==> config.mk <==
export PLATFORM = sky130hd
export DESIGN_NAME = fifo_stim_engine
export DESIGN_NICKNAME = d
export VERILOG_FILES = /design/src/rtl/fifo_stim_engine_pkg.sv /design/src/rtl/fifo_stim_engine_channel.sv /design/src/rtl/fifo_stim_engine.sv
export SDC_FILE = /design/constraint.sdc
export NUM_CORES = 1
export LEC_CHECK = 0
export ABC_CLOCK_PERIOD_IN_PS = 3200
export BUFFER_PORTS_ARGS = -buffer_cell sky130_fd_sc_hd__buf_2
export CORE_ASPECT_RATIO = 0.75
export CORE_MARGIN = 2
export CORE_UTILIZATION = 55
export DETAILED_ROUTE_END_ITERATION = 8
export PLACE_DENSITY = 0.79
export SLEW_MARGIN = 20
export SYNTH_ARGS = -nofsm -noshare
export SYNTH_HDL_FRONTEND = slang
export SYNTH_HIERARCHICAL = 1
export SYNTH_SLANG_ARGS = --single-unit
==> constraint.sdc <==
create_clock -name clk -period 3.2 [get_ports clk]
set_input_delay 0.16 -clock clk [delete_from_list [all_inputs] [get_ports clk]]
set_output_delay 0.16 -clock clk [all_outputs]
set_load 0.005 [all_outputs]
==> src/rtl/fifo_stim_engine_pkg.sv <==
// Shared types and constants for the multi-channel FIFO stimulus engine.
// Optional feature macro used by the engine: FIFO_STIM_PERR_INJ_EN (parity error injection).
package fifo_tb_pkg;

   typedef enum logic [2:0] {
      IDLE   = 3'd0,
      FILL   = 3'd1,
      DRAIN1 = 3'd2,
      RUN50  = 3'd3,
      RUN100 = 3'd4,
      DRAIN2 = 3'd5
   } phase_e;

   typedef enum logic [1:0] {
      BW_000 = 2'd0,
      BW_050 = 2'd1,
      BW_100 = 2'd2
   } grant_in_e;

   // Galois form of x^16+x^14+x^13+x^11+1, shifting right.
   localparam logic [15:0] LFSR_POLY = 16'hB400;

   function automatic logic [15:0] lfsr_step(input logic [15:0] s);
      return {1'b0, s[15:1]} ^ (s[0] ? LFSR_POLY : 16'h0000);
   endfunction

endpackage

==> src/rtl/fifo_stim_engine_channel.sv <==
// One push channel: LFSR payload source, held valid/data, accepted-word and fill counters.
// FIFO_STIM_PERR_INJ_EN adds perr_inj_o and inverts parity on every 8th accepted word.
module stim_channel
   import fifo_tb_pkg::*;
#(
   parameter int          DATA_WIDTH = 17,
   parameter int          FIFO_DEPTH = 4,
   parameter logic [15:0] SEED       = 16'hACE1
) (
   input  logic                  clk,
   input  logic                  rst_n,
   input  logic                  clear_i,
   input  logic                  fill_en_i,
   input  logic                  run_en_i,
   input  logic                  grant_out_i,
   output logic                  valid_o,
   output logic [DATA_WIDTH-1:0] data_o,
   output logic [15:0]           sent_cnt_o,
   output logic                  fill_done_o
`ifdef FIFO_STIM_PERR_INJ_EN
   ,
   output logic                  perr_inj_o
`endif
);

   localparam int FW = $clog2(FIFO_DEPTH + 1);
   localparam int PW = DATA_WIDTH - 1;

   logic [15:0]   lfsr_q, lfsr_d;
   logic [15:0]   cnt_q, cnt_d;
   logic [FW-1:0] fill_q, fill_d;
   logic          fire;
   logic          par_flip;
   logic [PW-1:0] payload;

   // Handshake: a word moves on a rising edge where valid_o && grant_out_i; until then
   // the word (payload and parity) is held unchanged and the LFSR does not advance.
   always_comb begin
      valid_o  = run_en_i | (fill_en_i & (fill_q != FW'(FIFO_DEPTH)));
      fire     = valid_o & grant_out_i;
      payload  = PW'(lfsr_q);
      par_flip = 1'b0;
`ifdef FIFO_STIM_PERR_INJ_EN
      // Word index taken from the pending count, so the parity bit stays stable while held.
      par_flip   = (cnt_q[2:0] == 3'b111);
      perr_inj_o = fire & par_flip;
`endif
      data_o = valid_o ? {(^payload) ^ par_flip, payload} : '0;

      fill_done_o = (fill_q == FW'(FIFO_DEPTH)) |
                    (fill_en_i & fire & (fill_q == FW'(FIFO_DEPTH - 1)));

      lfsr_d = fire ? lfsr_step(lfsr_q) : lfsr_q;

      cnt_d  = cnt_q;
      fill_d = fill_q;
      if (clear_i) begin
         cnt_d  = '0;
         fill_d = '0;
      end else if (fire) begin
         if (cnt_q != 16'hFFFF) cnt_d = cnt_q + 16'd1;
         if (fill_en_i)         fill_d = fill_q + FW'(1);
      end
   end

   always_ff @(posedge clk or negedge rst_n) begin
      if (!rst_n) begin
         lfsr_q <= SEED;
         cnt_q  <= '0;
         fill_q <= '0;
      end else begin
         lfsr_q <= lfsr_d;
         cnt_q  <= cnt_d;
         fill_q <= fill_d;
      end
   end

   assign sent_cnt_o = cnt_q;

endmodule

==> src/rtl/fifo_stim_engine.sv <==
// Multi-channel FIFO stimulus engine: phase FSM, phase cycle counter and grant_in pattern.
// FIFO_STIM_PERR_INJ_EN adds perr_inj_o and periodic parity error injection.
module fifo_stim_engine
   import fifo_tb_pkg::*;
#(
   parameter int          DATA_WIDTH = 17,
   parameter int          FIFO_DEPTH = 4,
   parameter int          NUM_CH     = 2,
   parameter logic [15:0] LFSR_SEED  = 16'hACE1
) (
   input  logic                         clk,
   input  logic                         rst_n,
   input  logic                         start_i,
   input  logic                         abort_i,
   input  logic [15:0]                  run_cycles_i,
   input  logic [NUM_CH-1:0]            grant_out_i,
   output logic [NUM_CH-1:0]            valid_o,
   output logic [NUM_CH*DATA_WIDTH-1:0] data_o,
   output logic [NUM_CH-1:0]            grant_in_o,
   output logic [2:0]                   phase_o,
   output logic [NUM_CH*16-1:0]         sent_cnt_o,
   output logic                         busy_o,
   output logic                         done_o
`ifdef FIFO_STIM_PERR_INJ_EN
   ,
   output logic [NUM_CH-1:0]            perr_inj_o
`endif
);

   localparam logic [15:0] DRAIN_LAST = 16'(FIFO_DEPTH - 1);

   phase_e      phase_q, phase_d;
   logic [15:0] cyc_q, cyc_d;
   logic [15:0] run_q, run_d;
   logic        done_q, done_d;
   logic        clear;
   logic        fill_en, run_en;
   grant_in_e   bw;
   logic [NUM_CH-1:0] fill_done;

   always_comb begin
      phase_d = phase_q;
      cyc_d   = cyc_q + 16'd1;
      run_d   = run_q;
      done_d  = 1'b0;
      clear   = 1'b0;
      if (abort_i) begin
         phase_d = IDLE;
         cyc_d   = '0;
      end else begin
         case (phase_q)
            IDLE: begin
               cyc_d = '0;
               if (start_i) begin
                  phase_d = FILL;
                  clear   = 1'b1;
                  run_d   = run_cycles_i;
               end
            end
            FILL: begin
               cyc_d = '0;
               if (&fill_done) phase_d = DRAIN1;
            end
            DRAIN1: if (cyc_q == DRAIN_LAST) begin
               cyc_d   = '0;
               // A zero-length RUN skips both RUN phases.
               phase_d = (run_q == 16'd0) ? DRAIN2 : RUN50;
            end
            RUN50: if (cyc_q == run_q - 16'd1) begin
               cyc_d   = '0;
               phase_d = RUN100;
            end
            RUN100: if (cyc_q == run_q - 16'd1) begin
               cyc_d   = '0;
               phase_d = DRAIN2;
            end
            DRAIN2: if (cyc_q == DRAIN_LAST) begin
               cyc_d   = '0;
               phase_d = IDLE;
               done_d  = 1'b1;
            end
            default: phase_d = IDLE;
         endcase
      end
   end

   always_ff @(posedge clk or negedge rst_n) begin
      if (!rst_n) begin
         phase_q <= IDLE;
         cyc_q   <= '0;
         run_q   <= '0;
         done_q  <= 1'b0;
      end else begin
         phase_q <= phase_d;
         cyc_q   <= cyc_d;
         run_q   <= run_d;
         done_q  <= done_d;
      end
   end

   always_comb begin
      fill_en = (phase_q == FILL);
      run_en  = (phase_q == RUN50) || (phase_q == RUN100);
      case (phase_q)
         DRAIN1, DRAIN2, RUN100: bw = BW_100;
         RUN50:                  bw = BW_050;
         default:                bw = BW_000;
      endcase
      case (bw)
         BW_100:  grant_in_o = '1;
         BW_050:  grant_in_o = {NUM_CH{~cyc_q[0]}};
         default: grant_in_o = '0;
      endcase
   end

   for (genvar c = 0; c < NUM_CH; c++) begin : g_ch
      stim_channel #(
         .DATA_WIDTH (DATA_WIDTH),
         .FIFO_DEPTH (FIFO_DEPTH),
         .SEED       (LFSR_SEED ^ 16'(c))
      ) u_ch (
         .clk         (clk),
         .rst_n       (rst_n),
         .clear_i     (clear),
         .fill_en_i   (fill_en),
         .run_en_i    (run_en),
         .grant_out_i (grant_out_i[c]),
         .valid_o     (valid_o[c]),
         .data_o      (data_o[c*DATA_WIDTH +: DATA_WIDTH]),
         .sent_cnt_o  (sent_cnt_o[c*16 +: 16]),
         .fill_done_o (fill_done[c])
`ifdef FIFO_STIM_PERR_INJ_EN
         ,
         .perr_inj_o  (perr_inj_o[c])
`endif
      );
   end

   assign phase_o = phase_q;
   assign busy_o  = (phase_q != IDLE);
   assign done_o  = done_q;

endmodule

==> results of run 1 <==
-- worst min-delay path: stages --
cell and delay (ns):
buf_2 0.07, nand2_1 0.04, nand2_1 0.04
-- power breakdown --
part / internal, W / switching [W]
Clock: 0.000547 / 0.000486
Combinational: 0.000376 / 0.000522
Sequential: 0.00145 / 0.000174
-- worst paths after layout --
check	start	endpoint	slack (ns)
max in group asynchronous	rst_n	cyc_q[5]	2.08
setup reg to reg	run_q[1]	phase_o[0]	0.14
min in group asynchronous	rst_n	run_q[8]	0.39
setup / recovery	run_q[1]	phase_o[0]	0.14
hold / removal	run_cycles_i[15]	run_q[15]	0.009
hold reg to reg	g_ch[1].u_ch/lfsr_q[10]	g_ch[1].u_ch/lfsr_q[10]	0.51
-- through the flow --
step	instance area (sq um)	setup WS (ns)	util, %	std cells
floorplan	6490	0.316	-	673
global placement	7180	0.235	62.0	912
detailed placement	7180	0.141	62.0	912
CTS	7470	0.137	64.6	930
global route	7470	0.0152	64.6	930
finish	7470	0.143	64.6	930
-- layout by cell type (no fill, tap or decap), types with 4 or more instances in the layout --
cell type	n
buf_2	95
dfrtp_1	91
nand2_1	72
xnor2_1	59
nor2_1	57
nor2b_1	42
mux2_2	28
xor2_1	27
inv_1	21
nor4_1	21
a21oi_1	17
o21ai_0	16
nand3_1	15
dfstp_2	15
nor3_1	14
ha_1	13
nand4_1	12
buf_4	12
clkbuf_16	9
and4_1	5
o21ai_1	5
or3_1	5
mux2i_1	5
nand2b_1	4
nor3b_1	4
nor4_2	4
o22ai_1	4
a211oi_2	4
a311oi_1	4
-- kinds of logic after synthesis --
logic type | count (synthesis)
buffers and inverters | 54
xor gates and xnor gates | 86
muxes | 36
adders and majority gates | 13
DFF | 106
AOI/OAI and AO/OA | 86
and+or+nand+nor | 292
-- repair_timing --
item / in CTS / in global routing
hold endpoints to repair: 34 / 0
setup endpoints to repair: 0 / 0
hold buffers: 2 / 0
-- final cells by class --
| cell class | instances | area share (%) |
|---|---|---|
| clock inverter | 5 | 0.419 |
| clock buffer | 11 | 3.25 |
| timing repair buffer | 112 | 8.64 |
| inverter | 21 | 1.05 |
| multi-input combinational | 513 | 48.2 |
| tap | 162 | 2.71 |
| sequential | 106 | 35.7 |
-- flip-flops by register name, indices dropped and copies added (netlist names) --
name and cells:
run_q 16, done_o 1, phase_o 3, g_ch.u_ch/sent_cnt_o 32, g_ch.u_ch/fill_q 6, g_ch.u_ch/lfsr_q 32
cyc_q 16
-- per-layer routing --
layer | track usage [%] | vias up
li1 | - | 2525
met1 | 35.8 | 2519
met2 | 37.0 | 129
met3 | 4.38 | 9
met4 | 5.13 | 0
met5 | 0 | -
==> metrics, run 1 <==
outcome finished, final reports clean; Starting Density 56.1%; footprint of the multi-input gates 3600 sq um; nets@finish 798; Synthesized Nets 708; area grow syn2layout 15.1%; XOR/XNOR share of the synthesized area 11.6%; Synth Area in Adders 2.50%; Synth area leader dfrtp_1; post-CTS resize count 0; Die Y 98.1 um; final wirelength 14.9 mm; top-count cell post-synth dfrtp_1; core box area 11600 sq um; Setup TNS 0 ns; setup violators final 0; Critical Path RT 3.42 ns; Buf/Inv on CP 1; DR WL/cell 16.0 um; post-synthesis sequential area ratio 41.1%; maxcap violations 0; Pre-antenna DRT Iters 4; Max transition margin 50.5%; via count 5182; ratio of cells with drive above 1 in the final layout 27.1%; Post-CTS Setup Repair Bufs 0; multiplexer share of the synthesized area 6.15%; top-area cell type share of the netlist area 35.1%; Clock Sinks 106; delay-heaviest family, CP simple AND/OR/NAND/NOR gates; VDD IR max 0.249 mV; residual DRC count 0; crit path max fanout 5; TritonCTS clock tree done; highest clock rate 327 MHz; Min-Delay Path Depth 3; clock buffer count from CTS 9; crit share post-route 95.5%; Worst Setup Start Kind flip-flop; later-pin clock latency in the skew report 0.34 ns; synth unique cells 74; max layer used met4; root buffer cell clkbuf_16; endpoint class of the critical path flip-flop; Reg area 2670 sq um; crit path DAT 3.28 ns; Worst Max-Slew Pin Slew 0.742 ns; vias in the first global route 5018; Syn Std Cell Area 6490 sq um; Post-synth EDFFs 0; maximum number of pins on one net before global-route repair 62; width of the die 129 um; Top-Level Pins 97; met2 WL 6.79 mm; Leakage 3.36 nW; Post-synth top cells dfrtp_1 (91), nand2_1 (72), xnor2_1 (59); main combinational cell family by area after synthesis simple AND/OR/NAND/NOR gates; final hold vios 0; HP Class input pin to flip-flop; crit-path max cell delay 0.57 ns; ys async rst share 100%; Main synth FF type dfrtp_1; Crit Path Class flip-flop to flip-flop; Total GRT Usage 24.0%; grt ovf 0; Final Critical Period 3.06 ns; first-pass GRT wire length 24.7 mm; Simple-Gate Fraction of Synth Area 25.4%; register bit total from synthesis 106; Final GP Congestion 0.879; count of warnings emitted by yosys 6; dpl hpwl 10.5 mm; H-tree depth 3; CP max stage cell or4b_4; vias per cell 5.57; Area contributors post-synth dfrtp_1 (35%), xnor2_1 (8.0%), dfstp_2 (6.1%), mux2_2 (4.9%), nand2_1 (4.2%); Ant. Diodes 0; R2R cell count 9; Avg Cell Area, Syn 9.65 sq um; met3 wire length 733 um; Pwr Total 0.00356 W; 1st-iter DRT viols 283; unrepaired setup endpoints after global routing false; Synth Area in Compound Gates 9.75%; Min Hold Slack 0.00930 ns; final max-slew violation count 0; Mapped Cells 673; CP cell instances inv_1 > ha_1 > or3b_4 > nor3_2 > xnor2_1 > or4b_1 > or4b_4 > nor2_2 > mux2_1; Stages on worst setup path 9; Metal-1 WL 7.26 mm; site row count 34; Clock Tree Buf Depth 2; Layout Skew 0.00639 ns; Antenna Violating Nets Remaining 0; Cell Pwr Density 476 nW/um^2; IO Port Bufs 96; initial antenna violation count 0; Clk pin slew, worst setup/hold paths 0.07 ns; die area 12700 sq um; FILL cells 946
(Power assumes the default switching activity.)
==> inputs of run 2 (changes only) <==
--- a/config.mk
+++ b/config.mk
@@ -11,7 +11,9 @@
 export CORE_MARGIN = 2
 export CORE_UTILIZATION = 55
 export DETAILED_ROUTE_END_ITERATION = 8
+export HOLD_SLACK_MARGIN = 0.05
 export PLACE_DENSITY = 0.79
+export SKIP_LAST_GASP = 1
 export SLEW_MARGIN = 20
 export SYNTH_ARGS = -nofsm -noshare
 export SYNTH_HDL_FRONTEND = slang
==> run 2 against run 1 <==
Sequential cell count unchanged. Clock-buffer cell count did not move. Power is 0.48% higher. Wire length up 2.3%. Cell count is 1.4% higher. First-iteration DRC count shrank 1.4%. Die area did not move. Clock skew hardly changed. Sequential power about the same. Largest cell class unchanged. Setup slack is essentially flat.
==> metrics, run 2 (synthesis results as in run 1) <==
post-CTS resize count 0 (unchanged); combinational group share of total power 25.6% (+0.3 points); commonest cells after routing, fill and taps aside buf_2 (95), dfrtp_1 (91), nand2_1 (72); M3 GR Usage 4.66% (+0.27 points); 1st-iter DRT viols 279 (-1.4%); Cell Int Power 0.00238 W (+0.44%); power share of the clock group 28.9% (-0.2 points); later-pin clock latency in the skew report 0.34 ns (about the same); footprint of the multi-input gates 3600 sq um (unchanged); via count 5268 (+1.7%); IO Port Bufs 96 (unchanged); grt ovf 0 (unchanged); Leakage 3.41 nW (+1.6%); final max-slew violation count 0 (unchanged); Total GRT Usage 24.5% (+0.44 points); outcome finished, final reports clean; vias in the first global route 5101 (+1.7%); width of the die 129 um (unchanged); final wirelength 15.2 mm (+2.3%); Max transition margin 50.8% (+0.33 points); Clk pin slew, worst setup/hold paths 0.07 ns (about the same); Worst Setup Start Kind flip-flop; highest clock rate 327 MHz (about the same); HP Class input pin to flip-flop; crit path DAT 3.28 ns (about the same); Antenna Violating Nets Remaining 0 (unchanged); clock buffer count from CTS 9 (unchanged); residual DRC count 0 (unchanged); met2 usage 38.1% (+1.2 points); Reg area 2670 sq um (unchanged); Cell Pwr Density 470 nW/um^2 (-1.2%); die area 12700 sq um (unchanged); TritonCTS clock tree done; crit path max fanout 5 (unchanged); CP cell instances inv_1 > ha_1 > or3b_4 > nor3_2 > xnor2_1 > or4b_1 > or4b_4 > nor2_2 > mux2_1; dpl hpwl 10.5 mm (unchanged); Setup TNS 0 ns (unchanged); root buffer cell clkbuf_16; Die Y 98.1 um (unchanged); grt peak-use layer met2; Final Critical Period 3.06 ns (-0.000139 ns); ratio of cells with drive above 1 in the final layout 26.6% (-0.45 points); met1 Use GR 35.7% (-0.11 points); Top-Level Pins 97 (unchanged); Post-CTS Setup Repair Bufs 0 (unchanged); Worst Max-Slew Pin Slew 0.737 ns (-0.00491 ns); area grow syn2layout 17.1%; Pre-antenna DRT Iters 5 (+1); final hold vios 0 (unchanged); CP max stage cell or4b_4; core box area 11600 sq um (unchanged); Starting Density 56.1% (unchanged); Post-Place Cell Area 7180 sq um (unchanged); sequential power share 45.5% (-0.2 points); Clock Tree Buf Depth 2 (unchanged); H-tree depth 3 (unchanged); crit-path max cell delay 0.57 ns (about the same); crit share post-route 95.5% (about the same); initial antenna violation count 0 (unchanged); unrepaired setup endpoints after global routing false; dpl cells 912 (unchanged); endpoint class of the critical path flip-flop; cts hold-fix bufs 15 (+13); switching share of power 33.3% (about the same); FILL cells 929 (-1.8%); maxcap violations 0 (unchanged); setup violators final 0 (unchanged); Final GP Congestion 0.879 (unchanged); Clock Sinks 106 (unchanged); Crit Path Class flip-flop to flip-flop; VDD IR max 0.249 mV (about the same); Layout Skew 0.00641 ns (+0.0000107 ns); Final Instance Count excl. Fillers 943 (+1.4%); vias per cell 5.59 (+0.26%); Psw 0.00119 W (+0.57%); site row count 34 (unchanged); Ant. Diodes 0 (unchanged); maximum number of pins on one net before global-route repair 62 (unchanged); commonest non-fill, non-tap cell in the layout buf_2; post-layout instance area 7600 sq um (+1.7%); nets@finish 811 (+1.6%); first-pass GRT wire length 25.1 mm (+1.6%); Critical Path RT 3.42 ns (about the same); DR WL/cell 16.1 um (+0.84%)
==> run 2: changes by cell type in the layout (fill, tap and decap cells not counted), sizes merged <==
cell and change:
dlygate4sd3 +13
==> run 2: per-stage QoR <==
step	total power, W	setup WS [ns]	hold WS [ns]	util, %
floorplan	0.00223	0.316	-0.136	-
global placement	0.00249	0.235	0.209	62.0
detailed placement	0.00253	0.141	0.222	62.0
CTS	0.00359	0.137	0.0615	65.7
global route	0.00378	0.0152	0.0854	65.7
finish	0.00357	0.143	0.0687	65.7
==> run 2: worst paths after layout <==
check                                        start                       to  slack (ns)  cells past startpoint
hold reg to reg            g_ch[1].u_ch/lfsr_q[10]  g_ch[1].u_ch/lfsr_q[10]        0.51                      2
setup / recovery                          run_q[1]               phase_o[0]        0.14                      9
max in group asynchronous                    rst_n                 cyc_q[5]        2.08                      3
hold / removal                     run_cycles_i[4]                 run_q[4]        0.07                      3
setup reg to reg                          run_q[1]               phase_o[0]        0.14                      9
min in group asynchronous                    rst_n                 run_q[8]        0.39                      2
==> run 2: layer usage <==
layer	vias to the layer above	wire length, um	share of wire [%]
li1	2549	-	-
met1	2568	7320	48
met2	138	7050	46
met3	13	713	4.7
met4	0	125	0.82
met5	-	0	0
==> run 2: area by class of cell <==
type / count / share of cell area (%)
Clock buffer: 11 / 3.19
Clock inverter: 5 / 0.411
Inverter: 21 / 1.04
Multi-Input combinational cell: 513 / 47.4
Sequential cell: 106 / 35.1
Tap cell: 162 / 2.67
Timing Repair Buffer: 125 / 10.2
==> run 2: worst max-delay path: cells and delay by family, from the launching register on <==
family,cells,cell delay [ns]
multiplexers,1,0.35
adder cells (fa/ha/maj),1,0.20
XOR/XNOR,1,0.07
AND/OR/NAND/NOR,5,1.78
flip-flops,1,0.42
buffers and inverters,1,0.11
==> run 2: power groups by stage <==
| stage | registers (W) | logic (W) | clock network, W |
|---|---|---|---|
| final | 0.00163 | 0.000914 | 0.00103 |
| after CTS | 0.00162 | 0.000911 | 0.00106 |
| after floorplan | 0.00159 | 0.000644 | 0 |
| after detailed placement | 0.00165 | 0.000885 | 0 |
| after global placement | 0.00164 | 0.000855 | 0 |
| after global routing | 0.00165 | 0.00103 | 0.00111 |
